[src/rtl/dce_loopback_fifo.sv]
// UART DCE loopback: synced rxd -> receiver -> circular FIFO -> optional upcase -> transmitter, RTS/CTS flow control.
// Push 1 clk after stop sample, txd start 1 clk after pop; full FIFO drops with overrun_err; define DCE_LOOPBACK_PARITY_EN for even parity.
module dce_loopback_fifo #(
  parameter int DATA_BITS  = 8,
  parameter int STOP_BITS  = 1,
  parameter int DIVISOR    = 80,
  parameter int FIFO_DEPTH = 8,
  parameter int RTS_MARGIN = 2
) (
  input  logic                          clock,
  input  logic                          reset_n,
  input  logic                          cts,
  input  logic                          rxd,
  input  logic                          upcase_en,
  output logic                          rts,
  output logic                          txd,
  output logic [$clog2(FIFO_DEPTH):0]   fifo_level,
  output logic                          frame_err,
  output logic                          overrun_err
);
  localparam int AW = $clog2(FIFO_DEPTH);
  localparam int CW = $clog2(STOP_BITS * DIVISOR + 1);
  localparam int BW = $clog2(DATA_BITS + 1);
  localparam logic [CW-1:0] DIV_C    = CW'(DIVISOR);
  localparam logic [CW-1:0] HALF_C   = CW'(DIVISOR / 2);
  localparam logic [CW-1:0] STOP_C   = CW'(STOP_BITS * DIVISOR);
  localparam logic [CW-1:0] CNT_ONE  = CW'(1);
  localparam logic [BW-1:0] LAST_BIT = BW'(DATA_BITS - 1);
  localparam logic [BW-1:0] BIT_ONE  = BW'(1);
  localparam logic [AW-1:0] PTR_ONE  = AW'(1);
  localparam logic [AW:0]   LVL_ONE  = (AW+1)'(1);
  localparam logic [AW:0]   FULL_LVL = (AW+1)'(FIFO_DEPTH);
  localparam logic [AW:0]   RTS_THR  = (AW+1)'(FIFO_DEPTH - RTS_MARGIN);

`ifdef DCE_LOOPBACK_PARITY_EN
  typedef enum logic [2:0] {R_IDLE, R_START, R_DATA, R_PARITY, R_STOP} rx_state_t;
  typedef enum logic [2:0] {T_IDLE, T_START, T_DATA, T_PARITY, T_STOP} tx_state_t;
`else
  typedef enum logic [2:0] {R_IDLE, R_START, R_DATA, R_STOP} rx_state_t;
  typedef enum logic [2:0] {T_IDLE, T_START, T_DATA, T_STOP} tx_state_t;
`endif

  logic [1:0] rxd_sync_q, cts_sync_q;
  logic       rxd_s, cts_s;

  rx_state_t            rx_state_q, rx_state_d;
  logic [CW-1:0]        rx_cnt_q, rx_cnt_d;
  logic [BW-1:0]        rx_bit_q, rx_bit_d;
  logic [DATA_BITS-1:0] rx_shift_q, rx_shift_d;
  logic                 rx_wait_q, rx_wait_d;
  logic                 rx_push_q, rx_push_d;
  logic                 rx_ferr_q, rx_ferr_d;
`ifdef DCE_LOOPBACK_PARITY_EN
  logic                 rx_perr_q, rx_perr_d;
  logic                 tx_par_q, tx_par_d;
`endif

  tx_state_t            tx_state_q, tx_state_d;
  logic [CW-1:0]        tx_cnt_q, tx_cnt_d;
  logic [BW-1:0]        tx_bit_q, tx_bit_d;
  logic [DATA_BITS-1:0] tx_shift_q, tx_shift_d;
  logic                 txd_q, txd_d;
  logic                 rts_q;

  logic [DATA_BITS-1:0] mem_q [FIFO_DEPTH];
  logic [AW-1:0]        wr_ptr_q, rd_ptr_q;
  logic [AW:0]          level_q, level_d;
  logic                 fifo_full, fifo_empty, push, pop, tx_go;
  logic [DATA_BITS-1:0] head, tx_char;
  logic [7:0]           head8;
  logic                 rx_expire, tx_expire;

  assign rxd_s = rxd_sync_q[1];
  assign cts_s = cts_sync_q[1];

  // Receiver
  assign rx_expire = (rx_cnt_q == CNT_ONE);

  always_comb begin
    rx_state_d = rx_state_q;
    rx_cnt_d   = rx_cnt_q;
    rx_bit_d   = rx_bit_q;
    rx_shift_d = rx_shift_q;
    rx_wait_d  = rx_wait_q;
    rx_push_d  = 1'b0;
    rx_ferr_d  = 1'b0;
`ifdef DCE_LOOPBACK_PARITY_EN
    rx_perr_d  = rx_perr_q;
`endif
    if (rx_state_q != R_IDLE) rx_cnt_d = rx_cnt_q - CNT_ONE;
    case (rx_state_q)
      R_IDLE: begin
        // After a framing error the line may still be low; wait for it to recover.
        if (rx_wait_q) begin
          if (rxd_s) rx_wait_d = 1'b0;
        end else if (!rxd_s) begin
          rx_cnt_d   = HALF_C;
          rx_state_d = R_START;
        end
      end
      R_START: begin
        if (rx_expire) begin
          if (rxd_s) begin
            rx_state_d = R_IDLE;
          end else begin
            rx_cnt_d   = DIV_C;
            rx_bit_d   = '0;
            rx_state_d = R_DATA;
          end
        end
      end
      R_DATA: begin
        if (rx_expire) begin
          rx_shift_d = {rxd_s, rx_shift_q[DATA_BITS-1:1]};
          rx_cnt_d   = DIV_C;
          if (rx_bit_q == LAST_BIT) begin
`ifdef DCE_LOOPBACK_PARITY_EN
            rx_state_d = R_PARITY;
`else
            rx_state_d = R_STOP;
`endif
          end else begin
            rx_bit_d = rx_bit_q + BIT_ONE;
          end
        end
      end
`ifdef DCE_LOOPBACK_PARITY_EN
      R_PARITY: begin
        if (rx_expire) begin
          rx_perr_d  = rxd_s ^ (^rx_shift_q);
          rx_cnt_d   = DIV_C;
          rx_state_d = R_STOP;
        end
      end
`endif
      R_STOP: begin
        if (rx_expire) begin
          rx_state_d = R_IDLE;
`ifdef DCE_LOOPBACK_PARITY_EN
          if (!rxd_s || rx_perr_q) begin
`else
          if (!rxd_s) begin
`endif
            rx_ferr_d = 1'b1;
            rx_wait_d = !rxd_s;
          end else begin
            rx_push_d = 1'b1;
          end
        end
      end
      default: rx_state_d = R_IDLE;
    endcase
  end

  // FIFO
  assign fifo_full   = (level_q == FULL_LVL);
  assign fifo_empty  = (level_q == '0);
  assign push        = rx_push_q & (~fifo_full | pop);
  assign overrun_err = rx_push_q & fifo_full & ~pop;
  assign head        = mem_q[rd_ptr_q];

  always_comb begin
    level_d = level_q;
    if (push && !pop)      level_d = level_q + LVL_ONE;
    else if (pop && !push) level_d = level_q - LVL_ONE;
  end

  always_comb begin
    head8   = 8'(head);
    tx_char = head;
    if (upcase_en && (DATA_BITS == 8) && (head8 >= 8'h61) && (head8 <= 8'h7A))
      tx_char = DATA_BITS'(head8 - 8'h20);
  end

  // Transmitter; a new character may also start straight out of the last stop-bit cycle.
  assign tx_expire = (tx_cnt_q == CNT_ONE);
  assign tx_go     = ~fifo_empty & ~cts_s;

  always_comb begin
    tx_state_d = tx_state_q;
    tx_cnt_d   = tx_cnt_q;
    tx_bit_d   = tx_bit_q;
    tx_shift_d = tx_shift_q;
    txd_d      = txd_q;
    pop        = 1'b0;
`ifdef DCE_LOOPBACK_PARITY_EN
    tx_par_d   = tx_par_q;
`endif
    if (tx_state_q != T_IDLE) tx_cnt_d = tx_cnt_q - CNT_ONE;
    case (tx_state_q)
      T_IDLE: begin
        txd_d = 1'b1;
        if (tx_go) begin
          pop        = 1'b1;
          tx_shift_d = tx_char;
          txd_d      = 1'b0;
          tx_cnt_d   = DIV_C;
          tx_state_d = T_START;
`ifdef DCE_LOOPBACK_PARITY_EN
          tx_par_d   = ^tx_char;
`endif
        end
      end
      T_START: begin
        if (tx_expire) begin
          txd_d      = tx_shift_q[0];
          tx_cnt_d   = DIV_C;
          tx_bit_d   = '0;
          tx_state_d = T_DATA;
        end
      end
      T_DATA: begin
        if (tx_expire) begin
          tx_cnt_d = DIV_C;
          if (tx_bit_q == LAST_BIT) begin
`ifdef DCE_LOOPBACK_PARITY_EN
            txd_d      = tx_par_q;
            tx_state_d = T_PARITY;
`else
            txd_d      = 1'b1;
            tx_cnt_d   = STOP_C;
            tx_state_d = T_STOP;
`endif
          end else begin
            tx_shift_d = {1'b0, tx_shift_q[DATA_BITS-1:1]};
            txd_d      = tx_shift_q[1];
            tx_bit_d   = tx_bit_q + BIT_ONE;
          end
        end
      end
`ifdef DCE_LOOPBACK_PARITY_EN
      T_PARITY: begin
        if (tx_expire) begin
          txd_d      = 1'b1;
          tx_cnt_d   = STOP_C;
          tx_state_d = T_STOP;
        end
      end
`endif
      T_STOP: begin
        if (tx_expire) begin
          if (tx_go) begin
            pop        = 1'b1;
            tx_shift_d = tx_char;
            txd_d      = 1'b0;
            tx_cnt_d   = DIV_C;
            tx_state_d = T_START;
`ifdef DCE_LOOPBACK_PARITY_EN
            tx_par_d   = ^tx_char;
`endif
          end else begin
            tx_state_d = T_IDLE;
          end
        end
      end
      default: tx_state_d = T_IDLE;
    endcase
  end

  always_ff @(posedge clock or negedge reset_n) begin
    if (!reset_n) begin
      rxd_sync_q <= 2'b11;
      cts_sync_q <= 2'b11;
      rx_state_q <= R_IDLE;
      rx_cnt_q   <= '0;
      rx_bit_q   <= '0;
      rx_shift_q <= '0;
      rx_wait_q  <= 1'b0;
      rx_push_q  <= 1'b0;
      rx_ferr_q  <= 1'b0;
`ifdef DCE_LOOPBACK_PARITY_EN
      rx_perr_q  <= 1'b0;
      tx_par_q   <= 1'b0;
`endif
      tx_state_q <= T_IDLE;
      tx_cnt_q   <= '0;
      tx_bit_q   <= '0;
      tx_shift_q <= '0;
      txd_q      <= 1'b1;
      rts_q      <= 1'b1;
      wr_ptr_q   <= '0;
      rd_ptr_q   <= '0;
      level_q    <= '0;
    end else begin
      rxd_sync_q <= {rxd_sync_q[0], rxd};
      cts_sync_q <= {cts_sync_q[0], cts};
      rx_state_q <= rx_state_d;
      rx_cnt_q   <= rx_cnt_d;
      rx_bit_q   <= rx_bit_d;
      rx_shift_q <= rx_shift_d;
      rx_wait_q  <= rx_wait_d;
      rx_push_q  <= rx_push_d;
      rx_ferr_q  <= rx_ferr_d;
`ifdef DCE_LOOPBACK_PARITY_EN
      rx_perr_q  <= rx_perr_d;
      tx_par_q   <= tx_par_d;
`endif
      tx_state_q <= tx_state_d;
      tx_cnt_q   <= tx_cnt_d;
      tx_bit_q   <= tx_bit_d;
      tx_shift_q <= tx_shift_d;
      txd_q      <= txd_d;
      rts_q      <= (level_d >= RTS_THR);
      level_q    <= level_d;
      if (push) wr_ptr_q <= wr_ptr_q + PTR_ONE;
      if (pop)  rd_ptr_q <= rd_ptr_q + PTR_ONE;
    end
  end

  always_ff @(posedge clock) begin
    if (push) mem_q[wr_ptr_q] <= rx_shift_q;
  end

  assign txd        = txd_q;
  assign rts        = rts_q;
  assign fifo_level = level_q;
  assign frame_err  = rx_ferr_q;

endmodule

[config.mk]
export PLATFORM = sky130hd
export DESIGN_NAME = dce_loopback_fifo
export DESIGN_NICKNAME = d
export VERILOG_FILES = /design/src/rtl/dce_loopback_fifo.sv
export SDC_FILE = /design/constraint.sdc
export NUM_CORES = 1
export LEC_CHECK = 0
export CORE_MARGIN = 5
export CORE_UTILIZATION = 65
export CTS_CLUSTER_DIAMETER = 80
export DETAILED_ROUTE_END_ITERATION = 8
export PLACE_DENSITY = 0.83
export SLEW_MARGIN = 20
export SYNTH_ARGS = -nofsm -noshare
export SYNTH_HDL_FRONTEND = slang
export SYNTH_SLANG_ARGS = --single-unit
[constraint.sdc]
create_clock -name clock -period 6.3 [get_ports clock]
set_clock_uncertainty 0.1 [all_clocks]
set_input_delay 1.26 -clock clock [delete_from_list [all_inputs] [get_ports clock]]
set_output_delay 1.26 -clock clock [all_outputs]
set_load 0.02 [all_outputs]
# Yosys cells after proc, flatten, opt, wreduce, memory -nomap -nowiden
# Memory sizes are Yosys's and may differ from the RTL's.
# Index checks and enable logic that the tools add are counted.
[op_classes] addsub=9 order_cmp=3 eq_ne=27 mux=66 n_bitwise=9 reduce_logical=26
[ops] op="2-to-1 mux 7 bit" n=10
[ops] op="case mux 7 bit (3 select lines)" n=2
[ops] op="2-to-1 mux 8 bit" n=5
[ops] op="2-to-1 mux 4 bit" n=9
[ops] op="2-to-1 mux 3 bit" n=11
[ops] op="!= test 2 bit, second input constant" n=16
[ops] op="case mux 3 bit (4 select lines)" n=2
[ops] op="case mux 8 bit (3 select lines)" n=1
[ops] op="2-to-1 mux 1 bit" n=20
[ops] op="case mux 4 bit (2 select lines)" n=2
[ops] op="AND reduction 5 bit" n=3
[ops] op="equality test 7 x 1 -> 1 bit, second input constant" n=2
[ops] op="subtractor 7 x 1 -> 7 bit, second input constant" n=2
[ops] op="adder 4 x 1 -> 4 bit, second input constant" n=3
[ops] op="equality test 3 x 2 -> 1 bit, second input constant" n=4
[ops] op="nonzero test 3 bit" n=3
[ops] op="equality test 4 x 3 -> 1 bit, second input constant" n=2
[ops] op=">= comparator 8 x 7 -> 1 bit, second input constant" n=1
[ops] op="less-or-equal comparator 8 x 7 -> 1 bit, second input constant" n=1
[ops] op="AND reduction 4 bit" n=2
[ops] op="subtractor 8 x 6 -> 8 bit, second input constant" n=1
[ops] op="adder 3 x 1 -> 3 bit, second input constant" n=2
[ops] op="equality test 3 x 1 -> 1 bit, second input constant" n=2
[ops] op="logical NOT 3 bit" n=2
[ops] op="other kinds (18)" n=32
[word_totals] reg_bits=63 mem_bits_rw=64 in_bits=5 out_inout_bits=8 wordCells=159 memories=1
[mem_list] name="mem_q" depth=8 word_bits=8 rd=1 rd_ports_with_merged_regs=0 write_ports=1 line="65" rtl="logic [DATA_BITS-1:0] mem_q [FIFO_DEPTH];"

# Logic depth before layout (Yosys ltp)
[depth] ltp_word=13 depth_mapped=9 mapped_depth_nobuf=8

# Worst setup path after synthesis
# No wires, ideal clock.
[synth_timing] path_kind="reg2out" startpoint="register level_q[0] (netlist: fifo_level[0])" endpoint="output port overrun_err" arrival_time_ns=1.985 required_time_ns=4.940 slack_ns=2.955 path_stages_with_launch=9 path_buffers=1 cell_sequence="dfrtp_1 > inv_1 > ha_1 > or3b_1 > nand2_2 > or3_1 > buf_2 > nand2_1 > nor2_1"
[synth_between] elab_chain_len=8 word_cells_on_any_way=10 cone_classes="1 x eq/ne; 3 x mux; 5 x bitwise; 1 x reduce/logical"
[synth_rtl] item="start, declared" line="67" rtl="logic [AW:0] level_q, level_d;"
[synth_rtl] item="start signal, assigned" line="304" rtl="level_q <= level_d;"
[synth_rtl] item="logical NOT 4 bit" line="157" rtl="assign fifo_empty = (level_q == '0);"
[synth_rtl] item="NOT 1 bit" line="177" rtl="assign tx_go = ~fifo_empty & ~cts_s;"
[synth_rtl] item="bitwise AND 1 bit" line="177"
[synth_rtl] item="2-to-1 mux 1 bit" line="193, 242"
[synth_rtl] item="2-to-1 mux 1 bit" line="241" rtl="if (tx_expire) begin"
[synth_rtl] item="case mux 1 bit (2 select lines)" line="190" rtl="case (tx_state_q)"
[synth_rtl] item="NOT 1 bit" line="159" rtl="assign overrun_err = rx_push_q & fifo_full & ~pop;"
[synth_rtl] item="bitwise AND 1 bit *" line="159"
[synth_rtl] item="end, declared" line="19" rtl="output logic overrun_err"
# Mark *: on every way between the ends. The rest lies on a longest branch, timed or not.

# Worst setup path in the final report
# Ends and elaborated chain as after synthesis.

==> reports/summary.txt <==
CP required -> 4940 ps
synthesized cell area -> 5940 sq um
Avg WL per Cell -> 18.9 um
post_cts resized -> 0
DRT iter0 DRCs -> 221
most frequent cells in the layout -> edfxtp_1 (64), dfrtp_1 (55), nand2_1 (50), nor2_1 (35), a21oi_1 (27)
GRT Residual Overflow -> 0
fmax -> 229 MHz
max incr delay on CP -> 620 ps
clk_lat worst skew -> 510 ps
Post-CTS Setup Repair Bufs -> 0
Root Driver -> clkbuf_8
area delta synth->final -> 12.0%
Max-slew headroom -> 0.332
TNS Setup -> 0 ps
Synth Instances -> 460
commonest non-fill, non-tap cell in the layout -> edfxtp_1
slowest CP cell -> clkdlybuf4s50_1
Final Hold Viols -> 0
io pins -> 13
fin crit period -> 4370 ps
Setup CP Type -> register to output port
Max IR drop VDD -> 0.000246 V
via count -> 3705
vias per cell -> 6.21
Critical path buffers and inverters -> 2
routability cong. -> 0.856
final hold slack -> 256 ps
Util after Layout -> 0.756
syn_area_per_cell -> 12.9 sq um
final setup violation count -> 0
TritonCTS clock tree -> done
H-tree depth -> 4
Largest delay share family, worst path -> simple AND/OR/NAND/NOR gates
EDFF count, synth -> 64
routed wire length -> 11.3 mm
Setup crit end kind -> output port
drt first pass iters -> 4
post-synthesis cell type count -> 63
first-pass GRT wire length -> 19.0 mm
Antenna Cells -> 0
clock tree buffer depth -> 2
Syn Nets -> 480
die outline height -> 106 um
fin crit share -> 0.693
Core ar. -> 8810 sq um
Clk pin slew, worst setup/hold paths -> 60 ps
die area -> 11200 sq um
DRC -> 0
Ys Warns -> 0
hold_buf cts -> 0
worst hold path type -> register to register
total chip power -> 2240 uW
FILL cells -> 506
Pleak -> 0.00258 uW
vias in the first global route -> 3821
gr usage total -> 0.218
#FFs+latches synth -> 125
crit-path max FO -> 6
port buffer count -> 12
commonest register cell after synthesis -> edfxtp_1
Inserted Clock Buffers -> 17
share of layout cells above drive strength 1 -> 0.162
initial antenna violation count -> 0
sequential area share after synthesis -> 0.581
post-synthesis async set-or-reset flop share -> 0.488
Startpoint Class -> register
RSZ-0062 raised after global routing -> false
dpl hpwl -> 7.16 mm
Max Cap Viol -> 0
status -> finished clean
Starting Density -> 0.675
Arr. time, crit path -> 3010 ps
Pwr Density -> 337 nW/um^2
Slew Viols, Final -> 0
Slew @ Worst Pin -> 1000 ps
num rows -> 34
TritonCTS Sinks -> 125
ordered list of cells on the worst path -> inv_1, ha_1, or3b_1, nand2_2, or3_1, nand2_1, nor2_1, clkdlybuf4s50_1
Die X -> 106 um
Detail Route Antenna Nets -> 0
pin count of the biggest net entering global routing -> 62
fin nets -> 496
## layer usage
metal / GRT usage / wire length (um)
met5: 0 / 0
met2: 0.369 / 5850
met3: 0.0483 / 433
met1: 0.278 / 4850
met4: 0.0842 / 150
## Yosys cell counts, drive strengths merged (11+ instances only)
master,number,area [sq um]
inv,14,52.6
dfrtp,55,1380
a21oi,28,151
edfxtp,64,1920
mux4,19,462
nand2,52,200
nand3,11,55.1
mux2,12,135
o21ai,33,176
nor2,35,131
ha,15,188
## sequential cells by signal, summed over array words and instances, names as in the netlist
| name | flops |
|---|---|
| fifo_level | 4 |
| rts | 1 |
| frame_err | 1 |
| rx_state_q | 2 |
| tx_state_q | 2 |
| rx_push_q | 1 |
| tx_cnt_q | 7 |
| cts_sync_q | 2 |
| wr_ptr_q | 3 |
| txd | 1 |
| mem_q | 64 |
| tx_bit_q | 4 |
| tx_shift_q | 8 |
| rx_wait_q | 1 |
| rd_ptr_q | 3 |
| rx_cnt_q | 7 |
| rx_bit_q | 4 |
| rxd_sync_q | 2 |
| rx_shift_q | 8 |
## path summary, 6_finish.rpt
check                              start             to  slack, ps  depth (start not counted)
max                        fifo_level[0]    overrun_err       1930                          8
min                        rxd_sync_q[0]  rxd_sync_q[1]        260                          0
max reg2reg                tx_state_q[0]    mem_q[3][7]       3120                          7
min reg2reg                rxd_sync_q[0]  rxd_sync_q[1]        260                          0
max in group asynchronous        reset_n  rx_shift_q[6]       4780                          2
min in group asynchronous        reset_n  tx_shift_q[4]        800                          2
## cell type report
type,instances,area (sq um),area share
clock buffers,22,474,0.0712
clock inverters,10,86.3,0.0130
inverters,14,52.6,0.00789
multi-input cells,304,2320,0.349
flip-flops and latches,125,3460,0.519
well taps,108,135,0.0203
repair buffers,14,130,0.0195
## worst register-to-register path, delay by kind of cell (launching register included)
family / cells / cell delay [ps]
AO/OA/AOI/OAI: 2 / 360
flip-flops: 1 / 410
AND/OR/NAND/NOR: 3 / 1360
buffers and inverters: 1 / 120
adder cells (fa/ha/maj): 1 / 450
## report_power, final
part	total, uW	leakage (uW)	switching [uW]	internal, uW
Combinational	371	0.000926	211	161
Clock	912	0.000280	346	566
Sequential	961	0.00137	54.8	906
## cell families after synthesis
kind of cell | synth area share
flip-flops | 0.581
multiplexers | 0.118
buffers and inverters | 0.0286
AND/OR/NAND/NOR | 0.119
AO/OA/AOI/OAI | 0.101
XOR/XNOR | 0.0206
adder cells (fa/ha/maj) | 0.0316
## per-stage QoR
stage,setup WS [ps],instance area [sq um],instances
floorplan,2950,5940,460
CTS,1890,6660,597
detailed placement,2460,6100,565
global placement,2540,6090,565
global route,1730,6660,597
finish,1930,6660,597
Power figures use the tool's default switching activity.
==> variant: new RTL, config.mk and constraints unchanged <==
`rx_shift_q` no longer has a reset.
--- a/src/rtl/dce_loopback_fifo.sv
+++ b/src/rtl/dce_loopback_fifo.sv
@@ -265,5 +265,4 @@
       rx_cnt_q   <= '0;
       rx_bit_q   <= '0;
-      rx_shift_q <= '0;
       rx_wait_q  <= 1'b0;
       rx_push_q  <= 1'b0;
@@ -288,5 +287,4 @@
       rx_cnt_q   <= rx_cnt_d;
       rx_bit_q   <= rx_bit_d;
-      rx_shift_q <= rx_shift_d;
       rx_wait_q  <= rx_wait_d;
       rx_push_q  <= rx_push_d;
@@ -309,4 +307,8 @@
 
   always_ff @(posedge clock) begin
+    rx_shift_q <= rx_shift_d;
+  end
+
+  always_ff @(posedge clock) begin
     if (push) mem_q[wr_ptr_q] <= rx_shift_q;
   end
Formal check against the unedited RTL: same outputs for any inputs over 10 cycles, from zero or initial values and one cycle with reset_n low; that may be too few to reach the edited logic, so the function may still have changed.
==> variant against the original RTL <==
Synthesized area shrank 3.9%. Routed wire length is 1.5% lower. Core utilization grew 0.084 points. Total power rose by 10%. Non-clock buffer count up 1. Hold slack improved by 1.5 ps. Register-to-register slack worse by 170 ps. Worst setup slack lost 110 ps. Design area shrank 1.8%. Sequential share of layout area up 1.6 points. Sequential cell count unchanged. Critical endpoint unchanged. Largest cell class unchanged. Largest power group is now the clock network. Highest routed layer unchanged.
==> variant: results (changes against the original RTL) <==
{| class="wikitable"
! Metric !! Value
|-
| Worst IR Drop VDD || 0.000311 V (+27%)
|-
| Leakage || 2.47 nW (-4.3%)
|-
| Post-detailed-placement cell area || 5890 um2 (-3.4%)
|-
| Synth area leaders || sky130_fd_sc_hd__edfxtp_1 (38%), sky130_fd_sc_hd__dfrtp_1 (21%), sky130_fd_sc_hd__mux4_1 (3.7%)
|-
| Async set-reset flop share out of synthesis || 42.4% (-6.4 points)
|-
| Run status || complete, no violations
|-
| Via count of the first global-routing pass || 3698 (-3.2%)
|-
| Number of cells on the worst reg-to-reg path || 8 (+1)
|-
| Critical Path AT || 3120 ps (+110 ps)
|-
| Multiplexer share of the synthesized area || 10.0% (-1.8 points)
|-
| Psw || 0.675 mW (+10%)
|-
| Post-synth EDFFs || 72 (+13%)
|-
| Routed WL per cell || 19.5 um (+3.3%)
|-
| Number of DRC markers in iteration 0 || 255 (+15%)
|-
| Xor/xnor share of the synthesized area || 2.30% (+0.24 points)
|-
| Worst slew pin tran || 977 ps (-24.7 ps)
|-
| Yosys cell types || 55 (-13%)
|-
| Gpl congestion || 0.849 (-0.86%)
|-
| Synth top cells by count || sky130_fd_sc_hd__edfxtp_1 (72), sky130_fd_sc_hd__dfrtp_1 (47), sky130_fd_sc_hd__nor2_1 (40)
|-
| Overall track demand over capacity in global routing || 21.9% (+0.043 points)
|-
| Fraction of layout cells with a size suffix above 1 || 15.2% (-0.97 points)
|-
| Vias per std cell || 6.28 (+1.3%)
|-
| Compound-gate portion of the synthesized area || 9.07% (-0.99 points)
|-
| Power share of the sequential group || 40.0% (-2.8 points)
|-
| Post-DP HPWL || 6830 um (-4.5%)
|-
| Power, Total || 2.48 mW (+10%)
|-
| Minimum setup slack after placement || 2400 ps (-56.5 ps)
|-
| Comb. pwr || 0.434 mW (+17%)
|-
| Net count of the finished layout || 468 (-5.6%)
|-
| Net count of the mapped netlist || 450 (-6.3%)
|}
variant: cell type report:
cell class              instances  area, um2
clock buffers                  17        414
clock inverters                15        234
repair buffers                 15        138
fillers                       489       2100
multi-input cells             276       2070
inverters                      13       48.8
flip-flops and latches        125       3500
well taps                     108        135
variant: critical path, stage by stage (launching register included):
cell,delay (ps)
sky130_fd_sc_hd__dfrtp_1,420
sky130_fd_sc_hd__inv_1,130
sky130_fd_sc_hd__ha_1,230
sky130_fd_sc_hd__or3b_2,490
sky130_fd_sc_hd__nand2_1,200
sky130_fd_sc_hd__or3_1,300
sky130_fd_sc_hd__nand2_1,100
sky130_fd_sc_hd__nor2_1,130
sky130_fd_sc_hd__clkdlybuf4s50_1,610
variant: metrics by stage:
step / hold WS, ps / cells
floorplan: 245 / 430
global placement: 247 / 537
detailed placement: 248 / 537
CTS: 259 / 569
global route: 267 / 569
finish: 257 / 569
variant: kinds of logic after synthesis:
family	Yosys count
xor+xnor	15
buf+inv	29
simple gates	132
fa+ha+maj	15
compound gates	81
flops	125
mux	33
variant: worst paths after layout:
check / endpoint / slack, ps / start
hold reg to reg: cts_sync_q[1] / 260 / cts_sync_q[0]
max in group asynchronous: wr_ptr_q[1] / 4880 / reset_n
hold / removal: cts_sync_q[1] / 260 / cts_sync_q[0]
min in group asynchronous: tx_shift_q[4] / 760 / reset_n
setup reg to reg: mem_q[4][5] / 2950 / fifo_level[1]
setup / recovery: overrun_err / 1820 / fifo_level[1]
variant: routing by layer:
metal | GRT usage [%] | wire (um)
met5 | 0 | 0
met4 | 8.23 | 273
met3 | 6.53 | 578
met2 | 35.7 | 5770
met1 | 27.8 | 4500
